--- config.mk ---
export PLATFORM = sky130hd
export DESIGN_NAME = store_unit
export DESIGN_NICKNAME = d
export VERILOG_FILES = /design/src/rtl/srv1_pkg.sv /design/src/rtl/store_unit_output_adj.sv /design/src/rtl/store_unit.sv
export SDC_FILE = /design/constraint.sdc
export NUM_CORES = 1
export LEC_CHECK = 0
export CORE_ASPECT_RATIO = 1.2
export CORE_MARGIN = 3
export CORE_UTILIZATION = 58
export CTS_CLUSTER_DIAMETER = 100
export CTS_CLUSTER_SIZE = 10
export DETAILED_ROUTE_END_ITERATION = 8
export GPL_TIMING_DRIVEN = 0
export PLACE_DENSITY = 0.85
export SETUP_SLACK_MARGIN = 0.02
export SYNTH_ARGS = -nofsm -noshare
export SYNTH_HDL_FRONTEND = slang
export SYNTH_HIERARCHICAL = 1
export SYNTH_SLANG_ARGS = --single-unit
--- constraint.sdc ---
create_clock -name clk -period 13.95 [get_ports clk]
set_input_delay 1.395 -clock clk [delete_from_list [all_inputs] [get_ports clk]]
set_output_delay 1.395 -clock clk [all_outputs]
set_load 0.01 [all_outputs]
--- src/rtl/srv1_pkg.sv ---
// Types and lane-order constants shared by the store path and the load-data adjuster.
// Bus lane 0 is [31:24] and holds the byte at address offset 0.
package srv1_pkg;

    typedef enum logic [1:0] {
        BYTE = 2'd0,
        HALF = 2'd1,
        WORD = 2'd2
    } mem_size_e;

    typedef logic [3:0] wstrb_t;

    typedef struct packed {
        logic [29:0] addr_w;
        logic [31:0] wdata;
        wstrb_t      wstrb;
    } store_entry_t;

    // Strobe bit 3 is lane [31:24], i.e. the byte at offset 0.
    localparam wstrb_t STRB_LANE0   = 4'b1000;
    localparam wstrb_t STRB_HALF_LO = 4'b1100;
    localparam wstrb_t STRB_HALF_HI = 4'b0011;
    localparam wstrb_t STRB_WORD    = 4'b1111;

    function automatic mem_size_e size_from_fn3(input logic [1:0] f);
        case (f)
            2'd0:    return BYTE;
            2'd1:    return HALF;
            default: return WORD;
        endcase
    endfunction

    function automatic logic [15:0] lane_swap16(input logic [15:0] d);
        return {d[7:0], d[15:8]};
    endfunction

    function automatic logic [31:0] lane_swap32(input logic [31:0] d);
        return {d[7:0], d[15:8], d[23:16], d[31:24]};
    endfunction

endpackage

--- src/rtl/store_unit_output_adj.sv ---
// Combinational store formatter: register data to bus lane order plus byte strobes.
// Mirror image of the load adjuster; flags misaligned halves and words.
module output_adj
    import srv1_pkg::*;
(
    input  logic [31:0] data_in,
    input  logic [2:0]  fn3,
    input  logic [1:0]  addr_low,
    output logic [31:0] wdata,
    output wstrb_t      wstrb,
    output logic        misalign
);

    // Only the size bits matter; bit 2 (unsigned flag) is meaningless for stores.
    logic unused_fn3;
    assign unused_fn3 = fn3[2];

    always_comb begin
        wdata    = '0;
        wstrb    = '0;
        misalign = 1'b0;
        case (size_from_fn3(fn3[1:0]))
            BYTE: begin
                wdata = {4{data_in[7:0]}};
                wstrb = STRB_LANE0 >> addr_low;
            end
            HALF: begin
                if (addr_low[0]) begin
                    misalign = 1'b1;
                end else if (addr_low[1]) begin
                    wdata = {16'h0, lane_swap16(data_in[15:0])};
                    wstrb = STRB_HALF_HI;
                end else begin
                    wdata = {lane_swap16(data_in[15:0]), 16'h0};
                    wstrb = STRB_HALF_LO;
                end
            end
            default: begin
                if (addr_low != 2'b00) begin
                    misalign = 1'b1;
                end else begin
                    wdata = lane_swap32(data_in);
                    wstrb = STRB_WORD;
                end
            end
        endcase
    end

endmodule

--- src/rtl/store_unit.sv ---
// Store path: formats requests, queues aligned stores in a small FIFO and
// posts them to the data bus one at a time through a two-state bus FSM.
module store_unit
    import srv1_pkg::*;
#(
    parameter int DEPTH = 2
) (
    input  logic        clk,
    input  logic        rst_n,
    input  logic        st_valid,
    output logic        st_ready,
    input  logic [31:0] st_addr,
    input  logic [31:0] st_data,
    input  logic [2:0]  st_fn3,
    output logic        st_misalign,
    output logic        st_busy,
    output logic        mem_req,
    input  logic        mem_ack,
    input  logic        mem_err,
    output logic [31:0] mem_addr,
    output logic [31:0] mem_wdata,
    output logic [3:0]  mem_wstrb,
    output logic        bus_err,
    output logic [31:0] bus_err_addr
);

    localparam int PW = $clog2(DEPTH);
    localparam int CW = PW + 1;

    typedef enum logic {S_IDLE, S_REQ} bus_state_e;

    store_entry_t  fifo_mem [DEPTH];
    logic [PW-1:0] wr_ptr;
    logic [PW-1:0] rd_ptr;
    logic [CW-1:0] count;
    bus_state_e    state;

    logic [31:0]   adj_wdata;
    wstrb_t        adj_wstrb;
    logic          adj_misalign;
    logic          full;
    logic          accept;
    logic          push;
    logic          pop;
    store_entry_t  push_entry;
    store_entry_t  next_head;

    output_adj u_adj (
        .data_in  (st_data),
        .fn3      (st_fn3),
        .addr_low (st_addr[1:0]),
        .wdata    (adj_wdata),
        .wstrb    (adj_wstrb),
        .misalign (adj_misalign)
    );

    assign full       = (count == CW'(DEPTH));
    assign st_ready   = !full;
    assign accept     = st_valid & st_ready;
    assign push       = accept & !adj_misalign;
    assign pop        = (state == S_REQ) & mem_ack;
    assign st_busy    = (count != '0) | (state == S_REQ);
    assign push_entry = '{addr_w: st_addr[31:2], wdata: adj_wdata, wstrb: adj_wstrb};

    // With one entry left and a push on the same edge, the pushed entry becomes the
    // head before it is visible in the array, so forward it directly.
    assign next_head  = (count > CW'(1)) ? fifo_mem[rd_ptr + PW'(1)] : push_entry;

    always_ff @(posedge clk) begin
        if (push) begin
            fifo_mem[wr_ptr] <= push_entry;
        end
    end

    always_ff @(posedge clk) begin
        if (!rst_n) begin
            wr_ptr       <= '0;
            rd_ptr       <= '0;
            count        <= '0;
            state        <= S_IDLE;
            st_misalign  <= 1'b0;
            mem_req      <= 1'b0;
            mem_addr     <= '0;
            mem_wdata    <= '0;
            mem_wstrb    <= '0;
            bus_err      <= 1'b0;
            bus_err_addr <= '0;
        end else begin
            st_misalign <= accept & adj_misalign;
            bus_err     <= pop & mem_err;
            if (pop & mem_err) begin
                bus_err_addr <= mem_addr;
            end

            if (push) begin
                wr_ptr <= wr_ptr + PW'(1);
            end
            if (pop) begin
                rd_ptr <= rd_ptr + PW'(1);
            end
            case ({push, pop})
                2'b10:   count <= count + CW'(1);
                2'b01:   count <= count - CW'(1);
                default: count <= count;
            endcase

            // Bus payload is registered so it stays stable for the whole request.
            case (state)
                S_IDLE: begin
                    if (count != '0) begin
                        state     <= S_REQ;
                        mem_req   <= 1'b1;
                        mem_addr  <= {fifo_mem[rd_ptr].addr_w, 2'b00};
                        mem_wdata <= fifo_mem[rd_ptr].wdata;
                        mem_wstrb <= fifo_mem[rd_ptr].wstrb;
                    end
                end
                S_REQ: begin
                    if (mem_ack) begin
                        if ((count > CW'(1)) || push) begin
                            mem_addr  <= {next_head.addr_w, 2'b00};
                            mem_wdata <= next_head.wdata;
                            mem_wstrb <= next_head.wstrb;
                        end else begin
                            state   <= S_IDLE;
                            mem_req <= 1'b0;
                        end
                    end
                end
            endcase
        end
    end

endmodule

==> run_results.csv, run 1 <==
group,metric,value,unit
run_status,outcome,"finished, final reports clean",
global_routing,grtUsageTotal,28.2,%
placement,dp.final_hpwl,21500,um
clocking,clkTransAtPathRegs,0.05,ns
synthesis,yosys.cell_types.count,46,
cells_and_area,ff_latch_area,0.00607,mm^2
floorplanning,fp.coreArea,0.0189,mm^2
timing,period_share,28.1,%
worst_setup_path,cp.arrival,4.13,ns
floorplanning,ios,177,
route,top_layer_used,"met4",
route,ant_nets,0,
synthesis,synth_edf_count,132,
floorplanning,die_area,0.0211,mm^2
timing,rsz0062_at_grt,"no",
global_routing,grt_max_degree,41,
clocking,cts_resized,0,
clocking,post_cts.repair.setup_buffers,0,
placement,dpl.cell_count,1414,
worst_setup_path,cp_max_fo,26,
route,met2WireLength,15800,um
clocking,numCtsBuffers,27,
route,remaining_drc_errors,0,
synthesis,yosysWarnings,6,
floorplanning,rows,55,
clocking,cts_tree,"done",
timing,fmax,255,MHz
cells_and_area,syn_to_final_growth,25.2,%
min_path,min_path_type,"reg -> reg",
placement,portBuffers,167,
cells_and_area,stdcell_count,1462,
global_routing,grt_pass1_vias,9271,
worst_setup_path,crit_path_start_kind,"input pin",
power,peakVddDrop,0.119,mV
timing,clock_skew,0.00751,ns
synthesis,synthCells,985,
route,met1_length,11700,um
worst_setup_path,crit_type,"in -> reg",
cells_and_area,stdcell_area,0.0141,mm^2
timing,finalCriticalPeriod,3.92,ns
timing,worst_pin_slew,0.888,ns
route,drt_iter0_markers,790,
synthesis,async_reset_ff_share,0,%
power,power.density,186,mW/mm^2
cells_and_area,multi_input_area,0.00460,mm^2
power,power_leakage,5.12,nW
cells_and_area,layout_commonest_cell,"clkdlybuf4s50_1",
synthesis,netlist_area,0.0112,mm^2
route,firstDrtPassIters,5,
clocking,clk_latency,0.52,ns
timing,hold_viol_final,0,
clocking,cts_sinks,237,
clocking,root_buffer,"clkbuf_16",
route,met3_length,2410,um
worst_setup_path,rr_worst_depth,6,
clocking,hold_buffers,0,
route,via_per_inst,6.20,
timing,final_max_slew_viol_count,0,
route,wirelength,30800,um
synthesis,ys_ff_latch,237,
min_path,hold_path_depth,2,
synthesis,synth-seq-area-share,54.0,%
timing,max-slew-margin-rel,40.6,%
cells_and_area,drive_gt1_share,13.1,%
synthesis,ys.flop_type,"edfxtp_1",
placement,globalplace.congestion,0.844,
placement,placed_area,0.0133,mm^2
timing,fin_tns_setup,0,ns
run,max_cap_viol_count,0,
cells_and_area,num-nets-final,1263,
clocking,h-tree-depth,1,
timing,setup_violations,0,
route,wl_per_cell,21.0,um
global_routing,grt_pass1_wl,47800,um
cells_and_area,fill_cells,1294,
cells_and_area,layout_common_cells,"clkdlybuf4s50_1 (167), edfxtp_1 (132), dfxtp_1 (105), nor2b_1 (67), o21ai_0 (67)",
global_routing,gr-total-overflow,0,
clocking,cts_max_path_buffers,3,
floorplanning,start_util,59.4,%
floorplanning,die_y,158,um
route,vias,9061,
cells_and_area,antennaDiodeCount,0,
floorplanning,die_w,133,um
synthesis,syn_avg_cell_area,11.4,um^2
global_routing,antenna_found_initial,0,
worst_setup_path,cp-end-kind,"flip-flop",
worst_setup_path,cp.required,14.16,ns
[flip-flops by register name, summed over array words and instances, names as in the netlist, 2 cells and up, named ones only]
register / cells
mem_wstrb: 4
mem_addr: 30
fifo_mem: 132
count: 2
mem_wdata: 32
bus_err_addr: 30
[layout make-up]
cell class              count  share of cell area, %
flip-flops and latches    237                   43.1
multi-input cells         646                   32.7
repair buffers            170                   12.4
clock buffers              47                   5.33
plain buffers             100                   4.06
well taps                 256                   2.28
inverters                   5                  0.133
clock inverters             1                 0.0356
[report_power, final]
| part | total [W] | internal (W) | switching, W |
|---|---|---|---|
| Clock | 0.000624 | 0.000360 | 0.000264 |
| Sequential | 0.000978 | 0.000882 | 0.0000966 |
| Combinational | 0.00101 | 0.000492 | 0.000520 |
| Total | 0.00261 | 0.00173 | 0.000880 |
[logic make-up (layout without fill, tap and decap cells)]
| kind of cell | Yosys count | count (layout) | share of synthesized area (%) |
|---|---|---|---|
| compound gates | 325 | 325 | 22.5 |
| xor+xnor | 6 | 6 | 0.468 |
| fa+ha+maj | 4 | 4 | 0.445 |
| buf+inv | 105 | 323 | 5.26 |
| flops | 237 | 237 | 54.0 |
| mux | 66 | 66 | 5.88 |
| other cells | 1 | 4 | 0.0334 |
| simple gates | 241 | 241 | 11.4 |
[routing by layer]
layer  vias up  GRT usage, %
met2       444          51.4
met5         -             0
li1       4138             -
met4         0          10.7
met3        69          5.09
met1      4410          33.3
[worst max-delay path: stages]
cell             delay (ns)
clkdlybuf4s50_1        0.51
o22ai_1                0.51
nor2_1                 0.25
nor3b_2                0.33
inv_2                  0.13
nor2_4                 0.69
buf_12                 0.29
[per-stage QoR]
stage / setup WS (ns) / utilization (%) / power, W / hold slack (ns)
final: 10.03 / 74.4 / 0.00261 / 0.460
after global routing: 9.86 / 74.4 / 0.00273 / 0.483
after CTS: 10.05 / 74.4 / 0.00261 / 0.463
after detailed placement: 9.52 / 70.4 / 0.00199 / 0.456
after global placement: 5.83 / 70.0 / 0.00196 / 0.449
after floorplan: 8.37 / - / 0.00156 / 0.488
[path summary, 6_finish.rpt]
path / from / to / slack, ns
max reg2reg: count[0] / fifo_mem[0][2] / 11.49
max: st_fn3[0] / fifo_mem[0][2] / 10.03
min reg2reg: bus_err_addr[8] / bus_err_addr[8] / 0.46
min: bus_err_addr[8] / bus_err_addr[8] / 0.46
[synth_stat cells (2+ instances only)]
library cell	instances	area [um^2]
xnor2_1	4	35.0
xor2_1	2	17.5
ha_1	4	50.1
nand2b_1	2	12.5
a21boi_0	30	225
dfxtp_1	105	2100
clkbuf_1	46	173
and2_1	23	144
nor2_1	34	128
a221o_1	8	80.1
and3_1	2	12.5
mux2i_1	66	661
o211a_1	40	400
buf_6	15	169
nand2_1	63	236
nor2_2	2	12.5
or2_2	34	213
edfxtp_1	132	3960
nor2b_1	67	419
or2_1	6	37.5
buf_2	23	115
buf_4	14	105
o22ai_1	27	169
o221a_2	26	293
clkbuf_2	2	10.0
inv_1	4	15.0
a21o_1	8	60.1
a211oi_1	66	495
o221ai_1	40	350
a22o_1	8	70.1
o21ai_0	67	335
Power figures use the tool's default switching activity.
==> run 2, diff against run 1 <==
--- a/config.mk
+++ b/config.mk
@@ -7,12 +7,12 @@
 export LEC_CHECK = 0
 export CORE_ASPECT_RATIO = 1.2
 export CORE_MARGIN = 3
-export CORE_UTILIZATION = 58
+export CORE_UTILIZATION = 49
 export CTS_CLUSTER_DIAMETER = 100
 export CTS_CLUSTER_SIZE = 10
 export DETAILED_ROUTE_END_ITERATION = 8
 export GPL_TIMING_DRIVEN = 0
-export PLACE_DENSITY = 0.85
+export PLACE_DENSITY = 0.77
 export SETUP_SLACK_MARGIN = 0.02
 export SYNTH_ARGS = -nofsm -noshare
 export SYNTH_HDL_FRONTEND = slang
==> constraint.sdc (replaced) <==
create_clock -name clk -period 3.6 [get_ports clk]
set_input_delay 0.36 -clock clk [delete_from_list [all_inputs] [get_ports clk]]
set_output_delay 0.36 -clock clk [all_outputs]
set_load 0.01 [all_outputs]
==> run 2 against run 1 <==
  * Combinational power increased to 3.9 times the previous value
  * Total power increased to 3.9 times the previous value
  * Global-route usage decreased by 4.2 points
  * Clock-buffer cell count unchanged
  * Wire length decreased by 0.56%
  * Hold slack got worse by 0.28 ns
  * Flip-flop and latch count unchanged
  * Register-to-register slack got worse by 10 ns
==> run_results.csv, run 2 (synthesis results as in run 1) <==
group,metric,value,unit
run_status,outcome,"finished, final reports clean",
floorplanning,die_w,144,um
worst_setup_path,cp.arrival,2.91,ns
global_routing,grt_pass1_vias,8667,
floorplanning,start_util,49.9,%
worst_setup_path,slowest_delay,0.51,ns
run,max_cap_viol_count,0,
worst_setup_path,worstPathCellList,"clkdlybuf4s50_1 -> o22ai_1 -> nor2_1 -> nor3b_2 -> inv_2 -> nor2_4 -> buf_16 -> buf_16",
floorplanning,die_y,172,um
cells_and_area,layout_common_cells,"clkdlybuf4s50_1 (167), edfxtp_1 (132), dfxtp_1 (105), nor2b_1 (67), o21ai_0 (67)",
route,firstDrtPassIters,5,
clocking,h-tree-depth,1,
cells_and_area,largest_reg_flops,132,
route,vias,8847,
placement,portBuffers,167,
timing,finalCriticalPeriod,2.68,ns
timing,worst_pin_slew,0.810,ns
clocking,post_cts.repair.setup_buffers,0,
cells_and_area,final_core_util,62.8,%
cells_and_area,stdcell_count,1487,
cells_and_area,syn_to_final_growth,26.0,%
cells_and_area,drive_gt1_share,13.2,%
worst_setup_path,crit_path_frequent_cell,"buf_16",
timing,period_share,74.5,%
route,wl_per_cell,20.6,um
power,power_leakage,5.15,nW
clocking,numCtsBuffers,27,
cells_and_area,ff_latch_area,0.00607,mm^2
clocking,cts_max_path_buffers,3,
route,drt_iter0_markers,571,
worst_setup_path,cp.required,3.83,ns
floorplanning,rows,60,
timing,hold_viol_final,0,
worst_setup_path,cp_max_fo,18,
floorplanning,die_area,0.0248,mm^2
clocking,hold_buffers,0,
global_routing,gr-total-overflow,0,
clocking,cts_sinks,237,
min_path,min_path_type,"in -> reg",
floorplanning,ios,177,
worst_setup_path,crit_path_start_kind,"input pin",
timing,fin_tns_setup,0,ns
cells_and_area,multi_input_area,0.00460,mm^2
route,via_per_inst,5.95,
floorplanning,fp.coreArea,0.0225,mm^2
power,power.density,717,mW/mm^2
placement,dp.final_hpwl,21400,um
cells_and_area,antennaDiodeCount,0,
route,remaining_drc_errors,0,
cells_and_area,layout_commonest_cell,"clkdlybuf4s50_1",
clocking,clk_latency,0.53,ns
cells_and_area,top_register,"fifo_mem",
worst_setup_path,cp-end-kind,"flip-flop",
worst_setup_path,cpMaxStageDelayCell,"clkdlybuf4s50_1",
cells_and_area,stdcell_area,0.0142,mm^2
worst_setup_path,crit_type,"in -> reg",
timing,rsz0062_at_grt,"no",
global_routing,grt_max_degree,41,
clocking,cts_tree,"done",
placement,dpl.cell_count,1438,
cells_and_area,fill_cells,1816,
global_routing,grt_pass1_wl,46900,um
timing,max-slew-margin-rel,46.0,%
timing,clock_skew,0.0104,ns
clocking,clkTransAtPathRegs,0.06,ns
clocking,cts_resized,0,
global_routing,antenna_found_initial,0,
global_routing,grtUsageTotal,24.0,%
placement,placed_area,0.0134,mm^2
timing,setup_violations,0,
cells_and_area,num-nets-final,1264,
route,wirelength,30600,um
timing,fmax,373,MHz
power,peakVddDrop,0.442,mV
clocking,root_buffer,"clkbuf_16",
placement,globalplace.congestion,0.882,
route,ant_nets,0,
cells_and_area,top_regs,"fifo_mem x132, mem_wdata x32",
timing,final_max_slew_viol_count,0,
-- run 2: changes by cell type in the layout (fill, tap and decap cells not counted) --
cell / change
buf_16: +3
inv_6: +1
buf_12: -2
-- run 2: final timing paths --
path                         from         endpoint  slack (ns)  cells after the start
hold / removal         st_addr[1]   fifo_mem[0][3]        0.18                      2
setup reg to reg         count[0]   fifo_mem[0][1]        1.28                      7
hold reg to reg   bus_err_addr[6]  bus_err_addr[6]        0.46                      2
setup / recovery        st_fn3[0]   fifo_mem[0][1]        0.92                      8
-- run 2: report_power, final --
part	total (W)	internal [W]	switching (W)
clock	0.00244	0.00140	0.00104
sequential	0.00379	0.00342	0.000378
combinational	0.00391	0.00192	0.00200
-- run 2: per-stage QoR --
stage / setup slack, ns / power (W) / hold slack, ns
final: 0.918 / 0.0101 / 0.176
after global routing: 0.702 / 0.0106 / 0.168
after CTS: 0.892 / 0.0102 / 0.164
after detailed placement: 0.353 / 0.00775 / 0.456
after global placement: -1.68 / 0.00765 / 0.449
after floorplan: 0.178 / 0.00602 / 0.459
-- run 2: area by class of cell --
| cell class | count | share of cell area (%) |
|---|---|---|
| multi-input cells | 646 | 32.5 |
| plain buffers | 100 | 4.04 |
| repair buffers | 171 | 12.6 |
| clock buffers | 47 | 5.30 |
| inverters | 5 | 0.133 |
| flip-flops and latches | 237 | 42.9 |
| well taps | 279 | 2.47 |
| clock inverters | 2 | 0.0973 |
-- run 2: metal layers --
metal	routed length, um	track usage, %	up-vias
met1	12300	31.2	4289
met2	15100	41.3	368
met3	2380	4.12	50
met5	0	0	-
met4	759	7.02	0
li1	-	-	4140
-- run 2: critical path, delay by kind of cell --
family	cells	cell delay, ns
and+or+nand+nor	3	0.99
buffers and inverters	4	1.05
AOI/OAI and AO/OA	1	0.48
==> RTL edit 1 (settings of run 2) <==
The parameter `DEPTH` goes from 2 to 4.
--- a/src/rtl/store_unit.sv
+++ b/src/rtl/store_unit.sv
@@ -3,7 +3,7 @@
 module store_unit
     import srv1_pkg::*;
 #(
-    parameter int DEPTH = 2
+    parameter int DEPTH = 4
 ) (
     input  logic        clk,
     input  logic        rst_n,
Function: changed (Yosys sat finds a counterexample within 4 cycles, from zero or initial values and one cycle with rst_n low).
==> RTL edit 1 against run 2 <==
Synthesized cell count rose by 9.6%. Worst hold slack better by 11 ps. Critical path depth increased by 1. Area after synthesis grew 51%. Worst setup slack got worse by 280 ps. Design area grew 45%. Routed wire length is 45% higher. Clock skew is 4.0 ps higher. Sequential cell count grew 136. Largest cell class unchanged. First-iteration DRC count up 110%. Global-route usage barely moved. Final cell count increased by 20%. Total power up 36%. Critical endpoint is now mem_addr[27]$_SDFFE_PN0P_. Non-clock buffer count stayed put.
==> RTL edit 1: results (changes against run 2) <==
- Top cells by area, synth: edfxtp_1, mux4_2, dfxtp_1
- Post-DP Area: 19300 sq um (+44%)
- Fin util: 60.4% (-2.4 points)
- Final Net Count: 1380 (+9.2%)
- Worst setup path endpoint: mem_addr[27]$_SDFFE_PN0P_
- CP max-delay cell: clkbuf_1
- GRT Total Usage: 24.0% (-0.030 points)
- First-pass GRT wire length: 67.9 mm (+45%)
- Worst-Margin Slew: 862 ps (+51.2 ps)
- Placed cell count: 1710 (+19%)
- EDFF count, synth: 264 (+100%)
- M2 GR Usage: 41.3% (about the same)
- Layout cells sized above 1: 20.7% (+7.4 points)
- Routed len/inst: 24.8 um (+21%)
- Routed metal-1 wirelength: 16.7 mm (+36%)
- Cts bufs inserted: 43 (+59%)
- Worst-path maximum fanout: 10 (-8)
- Peak VDD IR: 317 uV (-28%)
- Worst endpoint data arrival time: 3350 ps (+440 ps)
- Syn Area/Cell: 15.7 sq um (+38%)
- Clock skew: 14.3 ps (+3.95 ps)
- Vias in the first global route: 11711 (+35%)
- Final period util: 82.2% (+7.7 points)
- R2R Setup Slk: 940 ps (-340 ps)
- Setup WS pre-CTS: 157 ps (-196 ps)
- Register area share after synthesis: 59.6% (+5.6 points)
- Met1 global-route usage: 30.5% (-0.66 points)
- Status: complete, no violations
- Worst reg2reg path endpoint: mem_addr[5]$_SDFFE_PN0P_
- WL met3: 3.47 mm (+46%)
- Final Wtd Congestion: 0.866 (-1.8%)
- P_leak: 6.81 nW (+32%)
- Met2 wire length: 22.8 mm (+51%)
- Clk Tree Root Cell: clkbuf_16
- Hold Path End: fifo_mem[2][3]$_DFFE_PP_
- Non-Filler Instances: 1787 (+20%)
- Number of fill cells in the layout: 2583 (+42%)
- Switching portion of total power: 31.1% (-2.6 points)
- Largest net degree at the start of global routing: 39 (-4.9%)
## RTL edit 1: changes by cell type in the layout (fill, tap and decap cells not counted), moves of 34 or more
cell | before | now
a221oi_2 | 0 | 39
o21ai_0 | 67 | 2
o221ai_1 | 40 | 0
mux4_2 | 0 | 132
and2_1 | 22 | 88
or2_2 | 34 | 0
edfxtp_1 | 132 | 264
a211oi_1 | 66 | 0
nor2b_1 | 67 | 3
o31ai_1 | 1 | 66
mux2i_1 | 66 | 1
o211a_1 | 40 | 0
a21oi_1 | 0 | 71
## RTL edit 1: cells by family (layout without fill, tap and decap cells)
| kind of cell | after synthesis | in the layout | synth area share [%] |
|---|---|---|---|
| XOR/XNOR | 8 | 8 | 0.413 |
| AND/OR/NAND/NOR | 181 | 181 | 5.64 |
| other | 1 | 4 | 0.0221 |
| adder cells (fa/ha/maj) | 9 | 9 | 0.664 |
| buffers and inverters | 108 | 356 | 3.22 |
| AO/OA/AOI/OAI | 267 | 267 | 12.9 |
| multiplexers | 133 | 133 | 17.6 |
| flip-flops | 373 | 373 | 59.6 |
## RTL edit 1: power by group through the flow
| stage | logic (mW) | clock network (mW) | registers [mW] |
|---|---|---|---|
| after global placement | 4.20 | 0 | 5.65 |
| final | 4.31 | 3.95 | 5.57 |
| after detailed placement | 4.31 | 0 | 5.64 |
| after floorplan | 2.39 | 0 | 5.70 |
| after global routing | 4.63 | 4.20 | 5.62 |
| after CTS | 4.33 | 4.00 | 5.57 |
## RTL edit 1: final cells by class
type,instances,area share (%)
sequential,373,49.1
clock inverter,1,0.0425
inverter,8,0.146
timing repair buffer,171,8.58
tap,456,2.77
clock buffer,76,6.04
buffer,100,2.51
multi-input combinational,602,30.8
==> RTL edit 2 (settings of run 2) <==
Made on the original files. Reset style: asynchronous (`rst_n`), changed in one clocked block.
--- a/src/rtl/store_unit.sv
+++ b/src/rtl/store_unit.sv
@@ -72,7 +72,7 @@
         end
     end
 
-    always_ff @(posedge clk) begin
+    always_ff @(posedge clk or negedge rst_n) begin
         if (!rst_n) begin
             wr_ptr       <= '0;
             rd_ptr       <= '0;
Behaviour: differs if rst_n is asserted again (counterexample within 4 cycles, from zero or initial values and one cycle with rst_n low); with rst_n held inactive, the same outputs for 4 cycles.
==> RTL edit 2 against run 2 <==
Routed wire length down 9.9%. Critical path depth is the same. Design area down 0.52%. Total power up 23%. Area after synthesis fell by 1.1%. Sequential cell count fell by 1. Worst setup slack got worse by 350 ps. Critical path type unchanged. Critical endpoint is now fifo_mem[1][15]$_DFFE_PP_.
==> RTL edit 2: results (changes against run 2) <==
- Status: complete, no violations
- Layout cells sized above 1: 13.8% (+0.56 points)
- Multi-input logic portion of the cell area: 29.7% (-2.8 points)
- Largest net degree at the start of global routing: 56 (+37%)
- Routed metal-1 wirelength: 11.2 mm (-8.9%)
- Post-DP Area: 13300 sq um (-0.80%)
- Post-synthesis register bit count: 236 (-0.42%)
- Crit path max-delay family: simple AND/OR/NAND/NOR gates
- Routed vias: 7662 (-13%)
- Routed len/inst: 20.8 um (+1.2%)
- Top cells by area, synth: edfxtp_1, dfrtp_1, mux2i_1
- DRT Wirelength: 27.6 mm (-9.9%)
- R2R Path Start: count[0]$_DFFE_PN0P_
- Non-clk buf share: 15.5% (-1.1 points)
- Compound-Gate Fraction of Synth Area: 13.5% (-9.0 points)
- Syn Area/Cell: 13.5 sq um (+18%)
- Met3 Use GR: 3.30% (-0.82 points)
- Inverters: 6 (+1)
- GRT Total Usage: 22.3% (-1.7 points)
- Clock network power share: 19.7% (-4.3 points)
- Number of fill cells in the layout: 1710 (-5.8%)
- Buffers, non-clock: 246 (-9.2%)
- Setup WS pre-CTS: 13.0 ps (-340 ps)
- IO buf count: 168 (+0.60%)
- Met2 wire length: 14.2 mm (-5.8%)
- Sequential Power Share: 33.4% (-4.0 points)
- Mux cell area share after synthesis: 17.0% (+11 points)
- P_leak: 5.45 nW (+5.8%)
- Switching portion of total power: 35.0% (+1.3 points)
- Worst-path maximum fanout: 24 (+6)
- Adder-cell share of the synthesized area: 0.450% (+0.0048 points)
- Post-Synth XOR/XNOR Area: 0.551% (+0.084 points)
- Multi-input gate count: 512 (-21%)
- Placed cell count: 1273 (-11%)
- Clock skew: 15.2 ps (+4.87 ps)
- Final Wtd Congestion: 0.850 (-3.6%)
- DRT iter0 DRCs: 543 (-4.9%)
- Worst endpoint data arrival time: 3260 ps (+350 ps)
- First-pass GRT wire length: 43.3 mm (-7.8%)
- Synth cell types: 38 (-17%)
- Post-synth ARST share: 44.1% (+44 points)
- # clk buffers: 49 (+4.3%)
==> RTL edit 2: cell types whose count changed after synthesis, sizes merged, moves of 26 or more <==
cell | before | now
dfxtp | 105 | 0
dfrtp | 0 | 104
nand2 | 64 | 5
mux2 | 0 | 96
or2 | 41 | 0
o221a | 26 | 0
a21boi | 30 | 0
o221ai | 40 | 0
o22ai | 27 | 67
o211a | 40 | 0
nor2 | 36 | 9
==> RTL edit 2: worst paths after layout <==
check,endpoint,slack [ps],depth (start not counted)
setup / recovery,fifo_mem[1][15]$_DFFE_PP_,570,8
hold / removal,fifo_mem[1][3]$_DFFE_PP_,180,2
setup reg to reg,fifo_mem[1][15]$_DFFE_PP_,930,7
hold reg to reg,mem_wdata[5]$_DFFE_PN0P_,490,1
max in group asynchronous,bus_err_addr[29]$_DFFE_PN0P_,2440,3
min in group asynchronous,bus_err_addr[11]$_DFFE_PN0P_,440,2
